$ cat config.mk
export PLATFORM = sky130hd
export DESIGN_NAME = wave_config_ctrl_flat
export DESIGN_NICKNAME = d
export VERILOG_FILES = /design/src/rtl/wave_config_ctrl_if.sv /design/src/rtl/wave_config_ctrl.sv /design/src/flat_wrapper.sv
export SDC_FILE = /design/constraint.sdc
export NUM_CORES = 1
export LEC_CHECK = 0
export ABC_CLOCK_PERIOD_IN_PS = 3050
export CAP_MARGIN = 20
export CORE_AREA = 4 4 176 93
export DETAILED_ROUTE_END_ITERATION = 8
export DIE_AREA = 0 0 180 97
export PLACE_DENSITY = 0.84
export SYNTH_ARGS = -nofsm -noshare
export SYNTH_HDL_FRONTEND = slang
export SYNTH_SLANG_ARGS = --single-unit
$ cat constraint.sdc
create_clock -name clk -period 3.05 [get_ports clk]
set_input_delay 0.61 -clock clk [delete_from_list [all_inputs] [get_ports clk]]
set_output_delay 0.61 -clock clk [all_outputs]
set_load 0.03 [all_outputs]
$ cat src/rtl/wave_config_ctrl_if.sv
// ---------------------------------------------------------------------------
// wave_config_ctrl_if : frame/tick inputs and committed generator parameters
// Rev 1.0
// ---------------------------------------------------------------------------
`timescale 1ns/1ps
`default_nettype none

interface wave_config_ctrl_if;
   logic [55:0] receive_data;
   logic        data_ready;
   logic        period_tick;
   logic [15:0] full_width;
   logic [7:0]  detect_efficiency;
   logic [7:0]  deadtime_width;
   logic [7:0]  noise_choose;
   logic [15:0] total_number;
   logic        gen_enable;
   logic        burst_done;
   logic        cfg_error;
   logic [7:0]  err_count;
   logic        pending;

   modport master (
      output receive_data, data_ready, period_tick,
      input  full_width, detect_efficiency, deadtime_width, noise_choose,
      input  total_number, gen_enable, burst_done, cfg_error, err_count, pending
   );

   modport slave (
      input  receive_data, data_ready, period_tick,
      output full_width, detect_efficiency, deadtime_width, noise_choose,
      output total_number, gen_enable, burst_done, cfg_error, err_count, pending
   );
endinterface

`default_nettype wire

$ cat src/rtl/wave_config_ctrl.sv
// ---------------------------------------------------------------------------
// wave_config_ctrl : frame decode/range check, shadow set, burst sequencer
// Rev 1.0
// ---------------------------------------------------------------------------
`timescale 1ns/1ps
`default_nettype none

module wave_config_ctrl #(
   parameter int REPEAT    = 1,
   parameter int MIN_FULL  = 16,
   parameter int MAX_EFF   = 100,
   parameter int MAX_NOISE = 3
) (
   input  logic               clk,
   input  logic               rst,
   wave_config_ctrl_if.slave  bus
);

   localparam logic [15:0] c_RST_FW     = 16'd200;
   localparam logic [7:0]  c_RST_EFF    = 8'd50;
   localparam logic [7:0]  c_RST_DT     = 8'd8;
   localparam logic [7:0]  c_RST_NOISE  = 8'd3;
   localparam logic [15:0] c_RST_TN     = 16'd41;
   localparam logic [15:0] c_OFFSET     = 16'h0100;
   localparam logic [15:0] c_TN_MIN_RAW = 16'h0101;
   localparam logic [16:0] c_FW_MIN_RAW = 17'(32'h0100 + MIN_FULL);
   localparam logic [8:0]  c_MAX_EFF    = 9'(MAX_EFF);
   localparam logic [8:0]  c_MAX_NOISE  = 9'(MAX_NOISE);

   typedef enum logic [1:0] {
      S_IDLE = 2'd0,
      S_LOAD = 2'd1,
      S_RUN  = 2'd2,
      S_DONE = 2'd3
   } state_t;

   logic [15:0] w_raw_fw;
   logic [15:0] w_raw_tn;
   logic [7:0]  w_eff;
   logic [7:0]  w_dt;
   logic [7:0]  w_noise;
   logic [15:0] w_fw;
   logic [15:0] w_tn;
   logic        w_legal;
   logic        w_accept;
   logic        w_reject;

   state_t      state_q;
   logic [15:0] count_q;
   logic [15:0] full_width_q;
   logic [7:0]  efficiency_q;
   logic [7:0]  deadtime_q;
   logic [7:0]  noise_q;
   logic [15:0] total_q;
   logic        gen_enable_q;
   logic        burst_done_q;

   logic [15:0] sh_fw_q;
   logic [7:0]  sh_eff_q;
   logic [7:0]  sh_dt_q;
   logic [7:0]  sh_noise_q;
   logic [15:0] sh_tn_q;
   logic        pending_q;
   logic        pending_d;
   logic        cfg_error_q;
   logic [7:0]  err_count_q;

   assign w_raw_fw = bus.receive_data[55:40];
   assign w_eff    = bus.receive_data[39:32];
   assign w_dt     = bus.receive_data[31:24];
   assign w_noise  = bus.receive_data[23:16];
   assign w_raw_tn = bus.receive_data[15:0];
   assign w_fw     = w_raw_fw - c_OFFSET;
   assign w_tn     = w_raw_tn - c_OFFSET;

   // The raw-width floor also rejects raw values below the offset, whose
   // wrapped decode would otherwise look huge and pass the dead-time test.
   assign w_legal  = ({1'b0, w_raw_fw} >= c_FW_MIN_RAW)
                   && (w_fw > {8'd0, w_dt})
                   && ({1'b0, w_eff} <= c_MAX_EFF)
                   && ({1'b0, w_noise} <= c_MAX_NOISE)
                   && (w_raw_tn >= c_TN_MIN_RAW);

   assign w_accept = bus.data_ready & w_legal;
   assign w_reject = bus.data_ready & ~w_legal;

   // A frame arriving on the committing edge wins, so it waits for the next boundary.
   always_comb begin
      pending_d = pending_q;
      if (w_accept) begin
         pending_d = 1'b1;
      end else if (state_q == S_LOAD) begin
         pending_d = 1'b0;
      end
   end

   always_ff @(posedge clk or negedge rst) begin
      if (!rst) begin
         sh_fw_q     <= c_RST_FW;
         sh_eff_q    <= c_RST_EFF;
         sh_dt_q     <= c_RST_DT;
         sh_noise_q  <= c_RST_NOISE;
         sh_tn_q     <= c_RST_TN;
         pending_q   <= 1'b0;
         cfg_error_q <= 1'b0;
         err_count_q <= 8'd0;
      end else begin
         pending_q   <= pending_d;
         cfg_error_q <= w_reject;
         if (w_accept) begin
            sh_fw_q    <= w_fw;
            sh_eff_q   <= w_eff;
            sh_dt_q    <= w_dt;
            sh_noise_q <= w_noise;
            sh_tn_q    <= w_tn;
         end
         if (w_reject && (err_count_q != 8'hFF)) begin
            err_count_q <= err_count_q + 8'd1;
         end
      end
   end

   always_ff @(posedge clk or negedge rst) begin
      if (!rst) begin
         state_q      <= S_IDLE;
         count_q      <= 16'd0;
         full_width_q <= c_RST_FW;
         efficiency_q <= c_RST_EFF;
         deadtime_q   <= c_RST_DT;
         noise_q      <= c_RST_NOISE;
         total_q      <= c_RST_TN;
         gen_enable_q <= 1'b0;
         burst_done_q <= 1'b0;
      end else begin
         burst_done_q <= 1'b0;
         case (state_q)
            S_IDLE: begin
               gen_enable_q <= 1'b0;
               if (pending_q) begin
                  state_q <= S_LOAD;
               end
            end
            S_LOAD: begin
               if (pending_q) begin
                  full_width_q <= sh_fw_q;
                  efficiency_q <= sh_eff_q;
                  deadtime_q   <= sh_dt_q;
                  noise_q      <= sh_noise_q;
                  total_q      <= sh_tn_q;
               end
               count_q      <= 16'd0;
               gen_enable_q <= 1'b1;
               state_q      <= S_RUN;
            end
            S_RUN: begin
               if (bus.period_tick) begin
                  if (count_q == (total_q - 16'd1)) begin
                     gen_enable_q <= 1'b0;
                     burst_done_q <= 1'b1;
                     state_q      <= S_DONE;
                  end else begin
                     count_q <= count_q + 16'd1;
                  end
               end
            end
            S_DONE: begin
               gen_enable_q <= 1'b0;
               if (pending_q || (REPEAT != 0)) begin
                  state_q <= S_LOAD;
               end else begin
                  state_q <= S_IDLE;
               end
            end
            default: begin
               gen_enable_q <= 1'b0;
               state_q      <= S_IDLE;
            end
         endcase
      end
   end

   assign bus.full_width        = full_width_q;
   assign bus.detect_efficiency = efficiency_q;
   assign bus.deadtime_width    = deadtime_q;
   assign bus.noise_choose      = noise_q;
   assign bus.total_number      = total_q;
   assign bus.gen_enable        = gen_enable_q;
   assign bus.burst_done        = burst_done_q;
   assign bus.cfg_error         = cfg_error_q;
   assign bus.err_count         = err_count_q;
   assign bus.pending           = pending_q;

endmodule

`default_nettype wire

$ cat src/flat_wrapper.sv
// flat-port wrapper written by rule: the top's interface ports become plain ports
module wave_config_ctrl_flat 
#(
   parameter int REPEAT    = 1,
   parameter int MIN_FULL  = 16,
   parameter int MAX_EFF   = 100,
   parameter int MAX_NOISE = 3
)
  (clk, rst, bus_receive_data, bus_data_ready, bus_period_tick, bus_full_width, bus_detect_efficiency, bus_deadtime_width, bus_noise_choose, bus_total_number, bus_gen_enable, bus_burst_done, bus_cfg_error, bus_err_count, bus_pending);
  wave_config_ctrl_if bus_i ();
  input  logic clk;
  input  logic rst;
  input wire logic [$bits(bus_i.receive_data)-1:0] bus_receive_data;
  input wire logic [$bits(bus_i.data_ready)-1:0] bus_data_ready;
  input wire logic [$bits(bus_i.period_tick)-1:0] bus_period_tick;
  output wire logic [$bits(bus_i.full_width)-1:0] bus_full_width;
  output wire logic [$bits(bus_i.detect_efficiency)-1:0] bus_detect_efficiency;
  output wire logic [$bits(bus_i.deadtime_width)-1:0] bus_deadtime_width;
  output wire logic [$bits(bus_i.noise_choose)-1:0] bus_noise_choose;
  output wire logic [$bits(bus_i.total_number)-1:0] bus_total_number;
  output wire logic [$bits(bus_i.gen_enable)-1:0] bus_gen_enable;
  output wire logic [$bits(bus_i.burst_done)-1:0] bus_burst_done;
  output wire logic [$bits(bus_i.cfg_error)-1:0] bus_cfg_error;
  output wire logic [$bits(bus_i.err_count)-1:0] bus_err_count;
  output wire logic [$bits(bus_i.pending)-1:0] bus_pending;
  assign bus_i.receive_data = bus_receive_data;
  assign bus_i.data_ready = bus_data_ready;
  assign bus_i.period_tick = bus_period_tick;
  assign bus_full_width = bus_i.full_width;
  assign bus_detect_efficiency = bus_i.detect_efficiency;
  assign bus_deadtime_width = bus_i.deadtime_width;
  assign bus_noise_choose = bus_i.noise_choose;
  assign bus_total_number = bus_i.total_number;
  assign bus_gen_enable = bus_i.gen_enable;
  assign bus_burst_done = bus_i.burst_done;
  assign bus_cfg_error = bus_i.cfg_error;
  assign bus_err_count = bus_i.err_count;
  assign bus_pending = bus_i.pending;
  wave_config_ctrl #(.REPEAT(REPEAT), .MIN_FULL(MIN_FULL), .MAX_EFF(MAX_EFF), .MAX_NOISE(MAX_NOISE)) u_core (.clk(clk), .rst(rst), .bus(bus_i));
endmodule
==> flow_metrics.env, run 1 <==
export IMPL_htree_levels=4
export IMPL_hold_path_class="input pin to async pin"
export IMPL_reg2regPathDepth=10
export IMPL_syn_inst=575
export IMPL_use_met3_pct=5.82
export IMPL_hpwl_mm=12.5
export IMPL_drtIter0Drc=362
export IMPL_clock_skew_ns=0.0120
export IMPL_cp_startpoint="u_core.bus.total_number[0]"
export IMPL_seq_area_frac_synth_pct=52.8
export IMPL_timing_hold_ws_ns=0.204
export IMPL_max_freq_mhz=337
export IMPL_slew_violations=0
export IMPL_die_height_um=97
export IMPL_ios=128
export IMPL_gp_congestion=0.919
export IMPL_p_comb_share_pct=14.7
export IMPL_critPathRequiredTime_ns=3.34
export IMPL_cts_path_max_buffers=2
export IMPL_wirelength_mm=17.4
export IMPL_crit_path_max_fanout=2
export IMPL_clockPowerShare_pct=41.0
export IMPL_grt_max_degree=71
export IMPL_r2r_slack_ns=0.09
export IMPL_switching_share_pct=28.2
export IMPL_initial_core_util_pct=45.5
export IMPL_synth_top_area_share_pct=43.5
export IMPL_reg2reg_to="u_core.state_q[1]"
export IMPL_slew_limit_headroom_pct=56.5
export IMPL_synth_common_cells="118 x dfrtp_1, 85 x mux2_2, 45 x nand2_1"
export IMPL_seqPwrFrac_pct=44.3
export IMPL_yosys_register_bits=142
export IMPL_grt_overflow_total=0
export IMPL_postLayoutCellArea_mm2=0.00921
export IMPL_drive_gt1_share_pct=26.8
export IMPL_n_antenna_cell=0
export IMPL_setup_ws_ns=0.0869
export IMPL_ir_drop_mv=0.504
export IMPL_fin_setup_tns_ns=0
export IMPL_startpoint_type="flop"
export IMPL_postCtsSetupRepairBufs=0
export IMPL_cp_end_kind="flop"
export IMPL_tightest_slew_ns=0.653
export IMPL_insertion_delay_ns=0.41
export IMPL_antenna_found_initial=0
export IMPL_synth_edff_count=0
export IMPL_core_area_mm2=0.0149
export IMPL_layoutNonFillerInstCount=950
export IMPL_intPower_mw=3.52
export IMPL_setup_viol=0
export IMPL_die_w_um=180
export IMPL_synth_fp_nets=655
export IMPL_cts_made_buffers=17
export IMPL_grt_total_usage_pct=19.7
export IMPL_clk_pin_slew_ns=0.06
export IMPL_hold_viol=0
export IMPL_rsz0062_at_grt="true"
export IMPL_drc=0
export IMPL_grt_pass1_wl_mm=27.9
export IMPL_power_density_mw_per_mm2=532
export IMPL_period_needed_ns=2.96
export IMPL_worst_path_buf_inv=1
export IMPL_use_met2_pct=29.1
export IMPL_syn_avg_cell_area_um2=11.8
export IMPL_path_delay_family="simple AND/OR/NAND/NOR gates"
export IMPL_regArea_mm2=0.00358
export IMPL_critPathArrivalTime_ns=3.25
export IMPL_grt_use_met1_pct=28.3
export IMPL_synthDistinctLibCells=58
export IMPL_synthArstFlopShare_pct=100
export IMPL_cp_slowest_cell="or4b_4"
export IMPL_ys_warn_count=0
export IMPL_cts_tree="done"
export IMPL_ys_flop_type="dfrtp_1"
export IMPL_dieArea_mm2=0.0175
export IMPL_synth_area_leaders="dfrtp_1 43%, mux2_2 14%, dfstp_2 9.3%"
export IMPL_syn_area_mm2=0.00679
export IMPL_finalCritPeriodShare_pct=97.2
export IMPL_multi_input_area_mm2=0.00309
export IMPL_max_stage_delay_ns=0.55
export IMPL_clock_sinks=142
export IMPL_ctsRootBufferMaster="clkbuf_16"
export IMPL_synth_most_common_cell="dfrtp_1"
export IMPL_leakagePower_nw=4.15
export IMPL_pre_cts_slack_ns=-0.286
export IMPL_port_buffers=127
export IMPL_p_switching_mw=1.38
export IMPL_reg2reg_from="u_core.bus.total_number[0]"
export IMPL_final_nets=813
export IMPL_numPlacedInstances=917
export IMPL_final_antenna_net_count=0
export IMPL_place_area_mm2=0.00851
export IMPL_num_rows=32
export IMPL_synth_area_leader_cell="dfrtp_1"
export IMPL_final_util_pct=61.6
export IMPL_cp_num_cells=10
export IMPL_status="completed"
export IMPL_top_usage_layer="met2"
export IMPL_drt_pass1_iterations=5
export IMPL_via_per_inst=5.37
export IMPL_cp_endpoint="u_core.state_q[1]"
export IMPL_crit_chain="inv_1 > ha_2 > or4b_4 > nor3_2 > a2111o_1 > o2111ai_1 > or4_4 > o21a_4 > a21oi_4 > mux2_4"
export IMPL_grt_pass1_vias=5455
export IMPL_drv_cap=0
export IMPL_power_mw=4.90
export IMPL_path_class="flop to flop"
export IMPL_post_drt_wl_per_cell_um=18.3
export IMPL_fillers=1154
export IMPL_vias=5101
export IMPL_areaGrowthSynthToFinish_pct=35.5
[power by group through the flow]
stage	logic (mW)	registers (mW)	clock network [mW]
floorplan	0.294	2.23	0
global placement	0.669	2.18	0
detailed placement	0.701	2.19	0
CTS	0.708	2.16	2.05
global route	0.786	2.18	2.13
finish	0.720	2.17	2.01
[worst min path at each step]
stage,start,endpoint,slack [ns],depth (start not counted)
global route,rst,u_core.bus.full_width[10],0.25,1
CTS,rst,u_core.bus.err_count[4],0.22,1
finish,rst,u_core.bus.err_count[2],0.20,1
floorplan,rst,u_core.bus.burst_done,0.31,0
global placement,u_core.sh_fw_q[14],u_core.sh_fw_q[14],0.46,2
detailed placement,u_core.sh_noise_q[5],u_core.sh_noise_q[5],0.47,1
[timing repair]
item / in CTS / in global routing
hold endpoints to repair: 0 / 0
gates cloned: 0 / 1
endpoints found under the setup margin: 12 / 77
resized for setup: 4 / 16
hold buffers: 0 / 0
pin swaps: 0 / 5
[layout make-up]
class / instances / share of cell area (%)
timing repair buffer: 163 / 17.4
clock buffer: 18 / 4.66
clock inverter: 14 / 1.60
sequential: 142 / 38.9
inverter: 25 / 1.02
multi-input combinational: 384 / 33.6
tap: 204 / 2.77
[state kept, by name (all words and copies together), names as in the netlist]
signal and count:
u_core.bus.total_number 16, u_core.bus.detect_efficiency 8, u_core.sh_fw_q 16, u_core.sh_eff_q 8, u_core.bus.err_count 8, u_core.sh_dt_q 8
u_core.bus.gen_enable 1, u_core.state_q 2, u_core.bus.full_width 16, u_core.count_q 16, u_core.bus.noise_choose 8, u_core.sh_tn_q 16
u_core.sh_noise_q 8, u_core.bus.deadtime_width 8, u_core.bus.cfg_error 1, u_core.bus.pending 1, u_core.bus.burst_done 1
[cell usage in the layout, fill, tap and decap left out, drive strengths merged, types with 2 or more instances in the layout]
cell type and n:
o2111ai 4, mux2 86, ha 20, clkinvlp 3
nor2b 7, clkinv 3, nand2 46, nand4 11
a21oi 13, xnor2 25, xor2 12, inv 32
o21a 7, or3 4, nand3 10, and2 12
o311ai 2, nor2 12, clkbuf 19, nor4 7
nor3b 2, o31ai 8, o41ai 3, nor3 12
and3 6, or4 7, dfrtp 118, a211oi 2
o211ai 8, buf 36, o21ai 36, dfstp 24
nand2b 4, clkdlybuf4s50 126, nand4b 2, mux2i 3
[metal layers]
| layer | vias to the layer above | wire length (µm) |
|---|---|---|
| li1 | 2377 | - |
| met1 | 2524 | 8320 |
| met2 | 177 | 7610 |
| met3 | 23 | 1170 |
| met4 | 0 | 249 |
| met5 | - | 0 |
[cells by family (layout without fill, tap and decap cells)]
logic type	after synthesis	count (layout)	share of synthesized area, %
adders and majority gates	20	20	3.68
AOI/OAI and AO/OA	92	92	9.21
muxes	89	89	14.7
buffers and inverters	49	220	3.09
and+or+nand+nor	146	146	11.8
DFF	142	142	52.8
xor gates and xnor gates	37	37	4.77
No activity file was read; power rests on OpenSTA's default activity.
==> inputs of run 2 (changes only) <==
--- a/config.mk
+++ b/config.mk
@@ -6,10 +6,11 @@
 export NUM_CORES = 1
 export LEC_CHECK = 0
 export ABC_CLOCK_PERIOD_IN_PS = 3050
-export CAP_MARGIN = 20
+export CAP_MARGIN = 5
 export CORE_AREA = 4 4 176 93
 export DETAILED_ROUTE_END_ITERATION = 8
 export DIE_AREA = 0 0 180 97
+export HOLD_SLACK_MARGIN = 0.1
 export PLACE_DENSITY = 0.84
 export SYNTH_ARGS = -nofsm -noshare
 export SYNTH_HDL_FRONTEND = slang
==> results of run 2 <==
The final DEF is identical to that of run 1; final timing and power are the same.
